## src/rtl/instr_word_encoder_if.sv

```systemverilog
`default_nettype none
// ============================================================================
// Module   : instr_word_encoder_if
// Purpose  : Request handshake plus instruction-memory write bus for the encoder
// Revision : 1.0
// ============================================================================
interface instr_word_encoder_if #(
  parameter int ADDR_W = 8
);
  logic              op_valid;
  logic              op_ready;
  logic [3:0]        op_kind;
  logic [4:0]        rs;
  logic [4:0]        rt;
  logic [4:0]        rd;
  logic [15:0]       imm;
  logic              imem_we;
  logic [ADDR_W-1:0] imem_addr;
  logic [31:0]       imem_wdata;

  modport master (
    output op_valid, op_kind, rs, rt, rd, imm,
    input  op_ready, imem_we, imem_addr, imem_wdata
  );

  modport slave (
    input  op_valid, op_kind, rs, rt, rd, imm,
    output op_ready, imem_we, imem_addr, imem_wdata
  );
endinterface
`default_nettype wire

```

## src/rtl/instr_word_encoder.sv

```systemverilog
`default_nettype none
// ============================================================================
// Module   : instr_word_encoder
// Purpose  : Encodes R-type/LW/SW/BEQ(/ADDI) requests into MIPS words and
//            streams them into instruction memory. Optional macro: ENC_ADDI_EN.
// Revision : 1.0
// ============================================================================
module instr_word_encoder #(
  parameter int ADDR_W    = 8,
  parameter int DEPTH     = 256,
  parameter int BASE_ADDR = 0
) (
  input  wire logic              clk,
  input  wire logic              reset,
  input  wire logic              start,
  input  wire logic              flush,
  instr_word_encoder_if.slave    bus,
  output logic                   err_illegal,
  output logic [ADDR_W:0]        count,
  output logic                   busy,
  output logic                   done
);

  localparam logic [ADDR_W:0]   DEPTH_C   = (ADDR_W+1)'(DEPTH);
  localparam logic [ADDR_W-1:0] BASE_C    = ADDR_W'(BASE_ADDR);
  localparam logic [ADDR_W-1:0] PTR_ONE   = ADDR_W'(1);
  localparam logic [ADDR_W:0]   CNT_ONE   = (ADDR_W+1)'(1);

  localparam logic [5:0] FN_ADD = 6'b100000;
  localparam logic [5:0] FN_SUB = 6'b100010;
  localparam logic [5:0] FN_AND = 6'b100100;
  localparam logic [5:0] FN_OR  = 6'b100101;
  localparam logic [5:0] FN_XOR = 6'b100110;
  localparam logic [5:0] FN_NOR = 6'b100111;
  localparam logic [5:0] OP_LW  = 6'b100011;
  localparam logic [5:0] OP_SW  = 6'b101011;
  localparam logic [5:0] OP_BEQ = 6'b000100;
`ifdef ENC_ADDI_EN
  localparam logic [5:0] OP_ADDI = 6'b001000;
`endif

  typedef enum logic [1:0] {
    IDLE = 2'd0,
    RUN  = 2'd1,
    DONE = 2'd2
  } state_t;

  state_t            state;
  state_t            state_nx;
  logic              session_start;

  logic              op_ready;
  logic              accept;
  logic              enc_legal;
  logic              enc_is_r;
  logic [5:0]        enc_funct;
  logic [5:0]        enc_opcode;
  logic [31:0]       enc_word;

  logic [ADDR_W:0]   accepted;
  logic [ADDR_W-1:0] ptr;
  logic              wr_en;
  logic [ADDR_W-1:0] wr_addr;
  logic [31:0]       wr_data;
  logic              err_q;
  logic [ADDR_W:0]   count_q;

  always_ff @(posedge clk) begin
    if (reset) begin
      state <= IDLE;
    end else begin
      state <= state_nx;
    end
  end

  // flush outranks start only while a session is running
  always_comb begin
    state_nx      = state;
    session_start = 1'b0;
    case (state)
      IDLE: begin
        if (start) begin
          state_nx      = RUN;
          session_start = 1'b1;
        end
      end
      RUN: begin
        if (flush || (accepted == DEPTH_C)) begin
          state_nx = DONE;
        end
      end
      DONE: begin
        if (start) begin
          state_nx      = RUN;
          session_start = 1'b1;
        end
      end
      default: begin
        state_nx = IDLE;
      end
    endcase
  end

  assign op_ready = (state == RUN) && !flush && (accepted < DEPTH_C);
  assign accept   = bus.op_valid && op_ready;

  always_comb begin
    enc_legal  = 1'b1;
    enc_is_r   = 1'b0;
    enc_funct  = 6'd0;
    enc_opcode = 6'd0;
    case (bus.op_kind)
      4'd0: begin enc_is_r = 1'b1; enc_funct = FN_ADD; end
      4'd1: begin enc_is_r = 1'b1; enc_funct = FN_SUB; end
      4'd2: begin enc_is_r = 1'b1; enc_funct = FN_AND; end
      4'd3: begin enc_is_r = 1'b1; enc_funct = FN_OR;  end
      4'd4: begin enc_is_r = 1'b1; enc_funct = FN_XOR; end
      4'd5: begin enc_is_r = 1'b1; enc_funct = FN_NOR; end
      4'd6: enc_opcode = OP_LW;
      4'd7: enc_opcode = OP_SW;
      4'd8: enc_opcode = OP_BEQ;
`ifdef ENC_ADDI_EN
      4'd9: enc_opcode = OP_ADDI;
`endif
      default: enc_legal = 1'b0;
    endcase
    if (enc_is_r) begin
      enc_word = {6'b000000, bus.rs, bus.rt, bus.rd, 5'b00000, enc_funct};
    end else begin
      enc_word = {enc_opcode, bus.rs, bus.rt, bus.imm};
    end
  end

  // imem_addr is latched from ptr at accept so it holds after the write
  always_ff @(posedge clk) begin
    if (reset) begin
      wr_en    <= 1'b0;
      wr_addr  <= BASE_C;
      wr_data  <= 32'd0;
      err_q    <= 1'b0;
      ptr      <= BASE_C;
      accepted <= '0;
      count_q  <= '0;
    end else begin
      wr_en <= accept && enc_legal;
      err_q <= accept && !enc_legal;
      if (accept && enc_legal) begin
        wr_addr  <= ptr;
        wr_data  <= enc_word;
        ptr      <= ptr + PTR_ONE;
        accepted <= accepted + CNT_ONE;
      end
      if (session_start) begin
        ptr      <= BASE_C;
        accepted <= '0;
        count_q  <= '0;
      end else if (wr_en) begin
        count_q  <= count_q + CNT_ONE;
      end
    end
  end

  assign bus.op_ready   = op_ready;
  assign bus.imem_we    = wr_en;
  assign bus.imem_addr  = wr_addr;
  assign bus.imem_wdata = wr_data;
  assign err_illegal    = err_q;
  assign count          = count_q;
  assign busy           = (state == RUN);
  assign done           = (state == DONE);

endmodule
`default_nettype wire

```

## src/flat_wrapper.sv

```systemverilog
// flat-port wrapper written by rule: the top's interface ports become plain ports
module instr_word_encoder_flat 
#(
  parameter int ADDR_W    = 8,
  parameter int DEPTH     = 256,
  parameter int BASE_ADDR = 0
)
  (clk, reset, start, flush, err_illegal, count, busy, done, bus_op_valid, bus_op_kind, bus_rs, bus_rt, bus_rd, bus_imm, bus_op_ready, bus_imem_we, bus_imem_addr, bus_imem_wdata);
  instr_word_encoder_if #(.ADDR_W(ADDR_W)) bus_i ();
  input  wire logic clk;
  input  wire logic reset;
  input  wire logic start;
  input  wire logic flush;
  output logic err_illegal;
  output logic [ADDR_W:0] count;
  output logic busy;
  output logic done;
  input wire logic [$bits(bus_i.op_valid)-1:0] bus_op_valid;
  input wire logic [$bits(bus_i.op_kind)-1:0] bus_op_kind;
  input wire logic [$bits(bus_i.rs)-1:0] bus_rs;
  input wire logic [$bits(bus_i.rt)-1:0] bus_rt;
  input wire logic [$bits(bus_i.rd)-1:0] bus_rd;
  input wire logic [$bits(bus_i.imm)-1:0] bus_imm;
  output wire logic [$bits(bus_i.op_ready)-1:0] bus_op_ready;
  output wire logic [$bits(bus_i.imem_we)-1:0] bus_imem_we;
  output wire logic [$bits(bus_i.imem_addr)-1:0] bus_imem_addr;
  output wire logic [$bits(bus_i.imem_wdata)-1:0] bus_imem_wdata;
  assign bus_i.op_valid = bus_op_valid;
  assign bus_i.op_kind = bus_op_kind;
  assign bus_i.rs = bus_rs;
  assign bus_i.rt = bus_rt;
  assign bus_i.rd = bus_rd;
  assign bus_i.imm = bus_imm;
  assign bus_op_ready = bus_i.op_ready;
  assign bus_imem_we = bus_i.imem_we;
  assign bus_imem_addr = bus_i.imem_addr;
  assign bus_imem_wdata = bus_i.imem_wdata;
  instr_word_encoder #(.ADDR_W(ADDR_W), .DEPTH(DEPTH), .BASE_ADDR(BASE_ADDR)) u_core (.clk(clk), .reset(reset), .start(start), .flush(flush), .bus(bus_i), .err_illegal(err_illegal), .count(count), .busy(busy), .done(done));
endmodule
```

## config.mk

```make
export PLATFORM = sky130hd
export DESIGN_NAME = instr_word_encoder_flat
export DESIGN_NICKNAME = d
export VERILOG_FILES = /design/src/rtl/instr_word_encoder_if.sv /design/src/rtl/instr_word_encoder.sv /design/src/flat_wrapper.sv
export SDC_FILE = /design/constraint.sdc
export NUM_CORES = 1
export LEC_CHECK = 0
export ABC_AREA = 1
export BUFFER_PORTS_ARGS = -buffer_cell sky130_fd_sc_hd__buf_4
export CORE_ASPECT_RATIO = 0.6
export CORE_UTILIZATION = 46
export DETAILED_ROUTE_END_ITERATION = 6
export PLACE_DENSITY = 0.77
export SYNTH_ARGS = -nofsm -noshare
export SYNTH_HDL_FRONTEND = slang
export SYNTH_SLANG_ARGS = --single-unit
```

## constraint.sdc

```tcl
create_clock -name clk -period 1.4 [get_ports clk]
set_clock_uncertainty 0.2 [all_clocks]
set_input_delay 0.14 -clock clk [delete_from_list [all_inputs] [get_ports clk]]
set_output_delay 0.14 -clock clk [all_outputs]
set_load 0.02 [all_outputs]
```

---- After elaboration in Yosys (flattened, before gate mapping) ----
Cells that the tools add are included.
cells by class
  add/sub/neg operators ................... 3
  multiply operators ...................... 0
  divide/modulo/power cells ............... 0
  order comparisons ....................... 1
  equal/unequal tests ..................... 13
  shift operators ......................... 0
  muxes and demuxes ....................... 10
  bitwise gates (word level) .............. 0
  reduce and logical (&&, ||, !) cells .... 15
operator list
  operator             number
  $pmux 6 s6           1
  $mux 32              1
  $add 9x1->9 const B  2
  $pmux 6 s3           1
  $eq 4x3->1 const B   4
  $eq 9x9->1 const B   1
  $lt 9x9->1 const B   1
  $reduce_or 9->1      1
  $add 8x1->8 const B  1
  $eq 4x2->1 const B   2
  $reduce_or 6->1      1
  $logic_and 1x1->1    5
  $eq 4x1->1 const B   1
  $eq 4x4->1 const B   1
  $logic_not 4->1      1
  $mux 1               4
  $mux 2               2
  $ne 2x1->1 const B   2
  $pmux 2 s2           1
  $reduce_or 2->1      2
  $eq 2x1->1 const B   1
  $eq 2x2->1 const B   1
  $logic_not 1->1      2
  $logic_not 2->1      1
  other kinds (2)      2
storage, ports and cells
  register bits ........................... 70
  latch bits .............................. 0
  RAM bits ................................ 0
  bits in read-only memories .............. 0
  input port bits ......................... 40
  output and inout port bits .............. 54
  word-level logic and storage cells ...... 50
  memories ................................ 0

---- Depth between registers and ports, before layout ----
Gate-level depths: netlist of run 1.
  word-level depth ........................ 5
  gate-level depth with buffers ........... 9
  depth with buffers taken out ............ 8

---- Worst setup path after synthesis of run 1 ----
Ideal clock, no wire load.
  path kind ............................... reg-to-reg
  from .................................... register u_core.state[0]
  to ...................................... register u_core.wr_addr[4], in the netlist u_core.bus.imem_addr[4]
  library setup time ...................... 0.065 ns
  arrival time ............................ 1.330 ns
  data required time ...................... 1.135 ns
  setup slack ............................. -0.195 ns
  cell stages (with the launch flop) ...... 9
  path buffers ............................ 2
  period minus slack after synthesis ...... 1.595 ns
  cells stage by stage .................... dfxtp_1 > inv_1 > nor2_2 > nand4_2 > nor2_4 > buf_6 > buf_6 > nor2_1 > nor2_1
on the way
  cells in the longest elaborated chain, start to end .. 5
ends and longest elaborated chain
  what                             line                       RTL
  from (decl)                      instr_word_encoder.sv:48   state_t state;
  from (signal assigned)           instr_word_encoder.sv:72   state <= state_nx;
  $eq 2x1->1                       --
  via busy                         flat_wrapper.sv:16         output logic busy;
  $logic_and 1x1->1 (2 in series)  instr_word_encoder.sv:104  assign op_ready = (state == RUN) && !flush && (accepted < DEPTH_C);
  $logic_and 1x1->1                instr_word_encoder.sv:105  assign accept = bus.op_valid && op_ready;
  $logic_and 1x1->1                instr_word_encoder.sv:147  if (accept && enc_legal) begin
  to (signal assigned)             instr_word_encoder.sv:148  wr_addr <= ptr;
  to (decl)                        instr_word_encoder.sv:63   logic [ADDR_W-1:0] wr_addr;
The timed path passes the listed nets, and every way through them passes these cells.
A chain may end at the register's enable or synchronous reset.

---- Final worst setup path of run 1 ----
  from .................................... register u_core.state[0]
  to ...................................... register u_core.wr_data[5], in the netlist u_core.bus.imem_wdata[5]
on the way
  cells in the longest elaborated chain, start to end .. 5
ends and longest elaborated chain
  what                             line                       RTL
  $eq 2x1->1                       instr_word_encoder.sv:104
  $logic_and 1x1->1 (2 in series)  instr_word_encoder.sv:104
  $logic_and 1x1->1                instr_word_encoder.sv:105
  $logic_and 1x1->1                instr_word_encoder.sv:147
  to (signal assigned)             instr_word_encoder.sv:149  wr_data <= enc_word;
  to (decl)                        instr_word_encoder.sv:64   logic [31:0] wr_data;
Every way passes these cells.

==> flow_summary.yaml, run 1 <==
routing:
  dr.pass1.iters: 6
  routedWlPerCell_um: 15.5
  drtIter0Drc: 409
  vias_per_cell: 5.23
  finalWirelength_um: 10800
  num_vias: 3649
  postRouteAntennaNets: 0
  drc_errors: 0
floorplanning:
  die_w_um: 108
  io_pins: 94
  dieArea_um2: 7030
  coreArea_um2: 6280
  die_y_um: 65.3
  rows: 22
  start_util_pct: 49.0
cts:
  root_buffer: "clkbuf_8"
  cts_buffers: 9
  max-clock-path-buffers: 2
  htreeDepth: 3
  cts_tree: "done"
  cts.sinks: 67
  path_clk_slew_ps: 70
  clk_latency_ps: 350
final_layout:
  final_core_util_pct: 81.9
  fin_nets: 652
  syn2layout_area_growth_pct: 67.2
  fillers: 355
  fin_area_um2: 5140
  drive_gt1_share_pct: 38.0
global_routing:
  grt_use_total_pct: 29.3
  grt_pass1_vias: 3249
  grt_max_degree: 36
  grt_pass1_wl_um: 15500
  grt_antenna_before_repair: 1
  grt_overflow: 0
sta:
  slew_viol_final: 0
  period_needed_ps: 1580
  hold_violations: 0
  fin_crit_sh_pct: 113
  max_freq_mhz: 635
  setup_slack_ps: -175
  setup_violations: 57
  grt_setup_unrepaired: "yes"
critical_path:
  path_cells: "inv_4 -> nor2_4 -> nand4_4 -> nor2_4 -> buf_8 -> buf_16 -> nor2_1 -> nor2_1"
  crit_path_start_kind: "flop"
  arrival_ps: 1650
  cp_max_fo: 9
  cp.required_ps: 1470
  end_kind: "flop"
  reg2reg_slack_ps: -180
  crit_slowest_cell: "dfxtp_4"
  path_depth: 8
  critPathBufInv: 3
  path_delay_family: "simple AND/OR/NAND/NOR gates"
  crit_path_max_incr_delay_ps: 380
  ff2ff_path_depth: 8
  critPathKind: "reg2reg"
logic_synthesis:
  ys_ff_latch: 67
  syn_inst: 444
  ys_warn_count: 0
  syn_area_um2: 3070
  synth_compound_area_share_pct: 10.8
  synth_top_family_by_area: "simple AND/OR/NAND/NOR gates"
  synth.most_common_cell: "nand2_1"
  synth-main-ff-cell: "dfxtp_1"
  netlist.area_leader.share_pct: 43.6
  synth-adder-area-share_pct: 1.63
  synth-simple-area-share_pct: 34.4
  synth_area_per_cell_um2: 6.92
  synth_nets: 488
  ys_types: 32
  netlist_top_cells_count: "nand2_1 (118), nor2_1 (83), dfxtp_1 (67), inv_1 (31), o21ai_0 (29)"
  synth_edf_count: 0
  ys_seq_area_share_pct: 43.6
  async_flop_share_pct: 0
  synthMuxAreaShare_pct: 0
  synth_largest_area_cell: "dfxtp_1"
  yosys-top-cells-area: "dfxtp_1 (44%), nand2_1 (14%), nor2_1 (10%), o21ai_0 (4.7%), a21oi_1 (4.1%)"
  synth-xor-area-share_pct: 1.42
placement:
  gp_congestion: 0.783
  placed_cell_area_um2: 4120
  hpwl_um: 5750
  io_buffers: 92
status:
  status: "complete, but fails checks"
  violations: "setup timing"
min_path:
  hold_depth: 4
  hold_class: "in2reg"
power:
  power.density_nw_per_um2: 830
  ir_worst_vdd_mv: 0.704
  total_leakage_power_nw: 2.29
flow_run:
  drv_cap: 0
-- placed cells by master (no fill, tap or decap), types with 3 or more instances in the layout --
master,Yosys,routed
buf_4,4,120
nand2_1,118,108
nor2_1,83,75
dfxtp_1,67,58
dlygate4sd3_1,0,34
inv_1,31,26
o21ai_1,7,18
a21oi_1,25,17
o21ai_2,0,16
nand3_1,19,15
clkbuf_8,0,10
buf_6,2,9
nand4_1,8,8
a21oi_2,0,8
dfxtp_2,0,8
nor2_2,2,7
nand2_4,2,7
nand2_2,2,6
inv_2,2,5
nor2_4,2,5
nand3b_1,5,5
buf_12,0,4
nand3_2,1,3
nor3_1,4,3
clkbuf_16,0,3
-- sequential cells by signal, summed over array words and instances (netlist names) --
| signal | flops |
|---|---|
| u_core.ptr | 8 |
| u_core.bus.imem_addr | 8 |
| u_core.count | 9 |
| u_core.bus.imem_we | 1 |
| u_core.bus.imem_wdata | 29 |
| u_core.state | 2 |
| u_core.accepted | 9 |
| u_core.err_illegal | 1 |
-- path summary, 6_finish.rpt --
kind	start	to
hold / removal	bus_op_kind[3]	u_core.err_illegal$_SDFF_PP0_
setup / recovery	u_core.state[0]$_SDFFE_PP0P_	u_core.bus.imem_wdata[5]$_SDFFE_PP0P_
hold reg to reg	u_core.bus.imem_wdata[16]$_SDFFE_PP0P_	u_core.bus.imem_wdata[16]$_SDFFE_PP0P_
setup reg to reg	u_core.state[0]$_SDFFE_PP0P_	u_core.bus.imem_wdata[5]$_SDFFE_PP0P_
-- report_power, final --
| part | internal, W | switching (W) | total (W) |
|---|---|---|---|
| sequential | 0.00193 | 0.0000226 | 0.00195 |
| clock | 0.000885 | 0.000807 | 0.00169 |
| combinational | 0.000313 | 0.000305 | 0.000618 |
-- worst min-delay path, delay by kind of cell --
| kind | cells | cell delay [ps] |
|---|---|---|
| buffers and inverters | 2 | 250 |
| and+or+nand+nor | 2 | 140 |
-- stage by stage --
| step | power (W) | cells | setup WS (ps) | setup TNS [ps] | hold slack (ps) |
|---|---|---|---|---|---|
| final | 0.00426 | 698 | -175 | -4920 | 27.2 |
| after global routing | 0.00441 | 698 | -251 | -9200 | 27.1 |
| after detailed placement | 0.00245 | 636 | -135 | -3380 | 158 |
| after global placement | 0.00244 | 636 | -61.7 | -1430 | 156 |
| after floorplan | 0.00222 | 444 | -101 | -3810 | 1.65 |
| after CTS | 0.00422 | 693 | -118 | -3800 | 4.94 |
-- repair_timing --
action / 4_1_cts / 5_1_grt
pin swaps: 9 / 14
setup buffers: 5 / 1
cloned: 2 / 3
setup endpoints to repair: 52 / 64
resized for setup: 26 / 64
endpoints found under the hold margin: 32 / 0
hold buffers: 34 / 0
-- cell families after synthesis --
group	Yosys count
buffers and inverters	54
AND/OR/NAND/NOR	248
adder cells (fa/ha/maj)	4
AO/OA/AOI/OAI	65
XOR/XNOR	5
other	1
flip-flops	67
-- per-layer routing --
| metal | wire length (µm) | global-route usage, % | vias up |
|---|---|---|---|
| met5 | 0 | 0 | - |
| met4 | 252 | 11.3 | 0 |
| met3 | 829 | 7.54 | 31 |
| met2 | 5260 | 49.0 | 199 |
| met1 | 4500 | 36.3 | 1682 |
| li1 | - | - | 1737 |
-- area by class of cell --
cell class                 instances  area, µm²  share of cell area [%]
clock inverter                     6       71.3                    1.39
multi-input combinational        323       1770                    34.4
tap                               84        105                    2.05
antenna                            1       2.50                  0.0487
timing repair buffer             173       1570                    30.5
clock buffer                      10        138                    2.68
sequential                        67       1360                    26.4
inverter                          34        133                    2.58
Note: power is estimated with default switching activity, not from simulation.
==> inputs of run 2 (changes only) <==
RECOVER_POWER = 25   (was default)
==> flow_summary.yaml, run 2 (synthesized netlist as in run 1, its figures left out) <==
cts:
  max-clock-path-buffers: 2
  cts.sinks: 67
  htreeDepth: 3
  root_buffer: "clkbuf_8"
  cts_buffers: 9
  path_clk_slew_ps: 80
  cts_tree: "done"
  clk_latency_ps: 350
critical_path:
  critPathBufInv: 3
  end_kind: "flop"
  critPathKind: "reg2reg"
  path_cells: "inv_2 -> nand3_4 -> nor2_4 -> buf_6 -> nand3_4 -> buf_12 -> o21ai_1 -> nor2_1"
  cp_max_fo: 30
  arrival_ps: 1600
  crit_slowest_cell: "dfxtp_2"
  path_delay_family: "simple AND/OR/NAND/NOR gates"
  critical_path.most_common_cell: "nand3_4"
  crit_path_max_incr_delay_ps: 340
  cp.required_ps: 1450
  crit_path_start_kind: "flop"
sta:
  max_freq_mhz: 645
  hold_violations: 0
  setup_violations: 56
  slew_viol_final: 0
  setup_slack_ps: -150
  grt_setup_unrepaired: "yes"
  whs_ps: 30.0
  period_needed_ps: 1550
  fin_crit_sh_pct: 111
status:
  violations: "setup timing"
  status: "complete, but fails checks"
floorplanning:
  rows: 22
  dieArea_um2: 7030
  coreArea_um2: 6280
  die_y_um: 65.3
  die_w_um: 108
  start_util_pct: 49.0
  io_pins: 94
global_routing:
  met2_usage_pct: 49.0
  grt_pass1_vias: 3249
  grt_use_met3_pct: 7.54
  grt_max_degree: 36
  grt_pass1_wl_um: 15500
  grt_overflow: 0
  busiest_layer: "met2"
  grt_antenna_before_repair: 1
  use_met1_pct: 36.3
  grt_use_total_pct: 29.3
placement:
  place_ws_ps: -135
  gp_congestion: 0.783
  io_buffers: 92
  placed_cell_area_um2: 4120
  hpwl_um: 5750
final_layout:
  fin_area_um2: 5090
  layout_common_cells: "nand2_1 (108), buf_4 (106), nor2_1 (75)"
  largest_reg_flops: 29
  syn2layout_area_growth_pct: 65.4
  drive_gt1_share_pct: 35.7
  final_common_cell: "nand2_1"
  fin_nets: 652
routing:
  vias_per_cell: 5.23
  num_vias: 3653
  drc_errors: 0
  routedWlPerCell_um: 15.2
  dr.pass1.iters: 5
  drtIter0Drc: 244
  postRouteAntennaNets: 0
  finalWirelength_um: 10600
power:
  total_leakage_power_nw: 2.23
  power.density_nw_per_um2: 835
  ir_worst_vdd_mv: 0.704
flow_run:
  drv_cap: 0
min_path:
  hold_class: "in2reg"
-- run 2: worst reg2reg max path: stages, from the launching register on --
cell     delay, ps
dfxtp_2        340
inv_2           80
nand3_4         80
nor2_4         120
buf_6          110
nand3_4        100
buf_12         180
o21ai_1        170
nor2_1          70
-- run 2: where the power goes --
part           internal (W)  leakage (nW)  total [W]  switching (W)
combinational      0.000306          1.58   0.000610       0.000304
clock              0.000885        0.0995    0.00168       0.000798
sequential          0.00193         0.546    0.00195      0.0000225
total               0.00312          2.23    0.00425        0.00112
-- run 2: repair_timing --
| item | CTS | global route |
|---|---|---|
| resized for setup | 26 | 64 |
| pin swaps | 9 | 14 |
| gates cloned | 2 | 3 |
| setup buffers | 5 | 1 |
| hold endpoints to repair | 32 | 0 |
| hold buffers | 34 | 0 |
| setup endpoints to repair | 52 | 64 |
-- run 2: final timing paths --
| kind | startpoint | endpoint | slack, ps | cells after the start |
|---|---|---|---|---|
| max | u_core.state[1]$_SDFFE_PP0P_ | u_core.bus.imem_wdata[24]$_SDFFE_PP0P_ | -150 | 8 |
| min | bus_op_kind[3] | u_core.err_illegal$_SDFF_PP0_ | 30 | 4 |
| max reg2reg | u_core.state[1]$_SDFFE_PP0P_ | u_core.bus.imem_wdata[24]$_SDFFE_PP0P_ | -150 | 8 |
| min reg2reg | u_core.bus.imem_addr[1]$_SDFFE_PP0P_ | u_core.bus.imem_addr[1]$_SDFFE_PP0P_ | 270 | 2 |
-- run 2: layer usage --
layer  part of all wire, %  up-vias
met1                    41     1687
met3                   8.0       30
met2                    48      196
met5                     0        -
met4                   2.5        0
li1                      -     1740
-- run 2: cell type report --
class	count	area (µm²)
Multi-Input combinational cell	323	1770
Timing Repair Buffer	173	1520
Sequential cell	67	1360
Fill cell	370	1190
Clock buffer	10	138
Inverter	34	133
Tap cell	84	105
Clock inverter	6	71.3
Antenna cell	1	2.50
-- run 2: stage by stage --
stage                     std cells  util (%)  setup TNS [ps]  total power [W]
after floorplan                 444         -           -3810          0.00222
after global placement          636      65.6           -1430          0.00244
after detailed placement        636      65.6           -3380          0.00245
after CTS                       693      77.2           -3800          0.00422
after global routing            698      81.0           -8930          0.00440
final                           698      81.0           -4730          0.00425
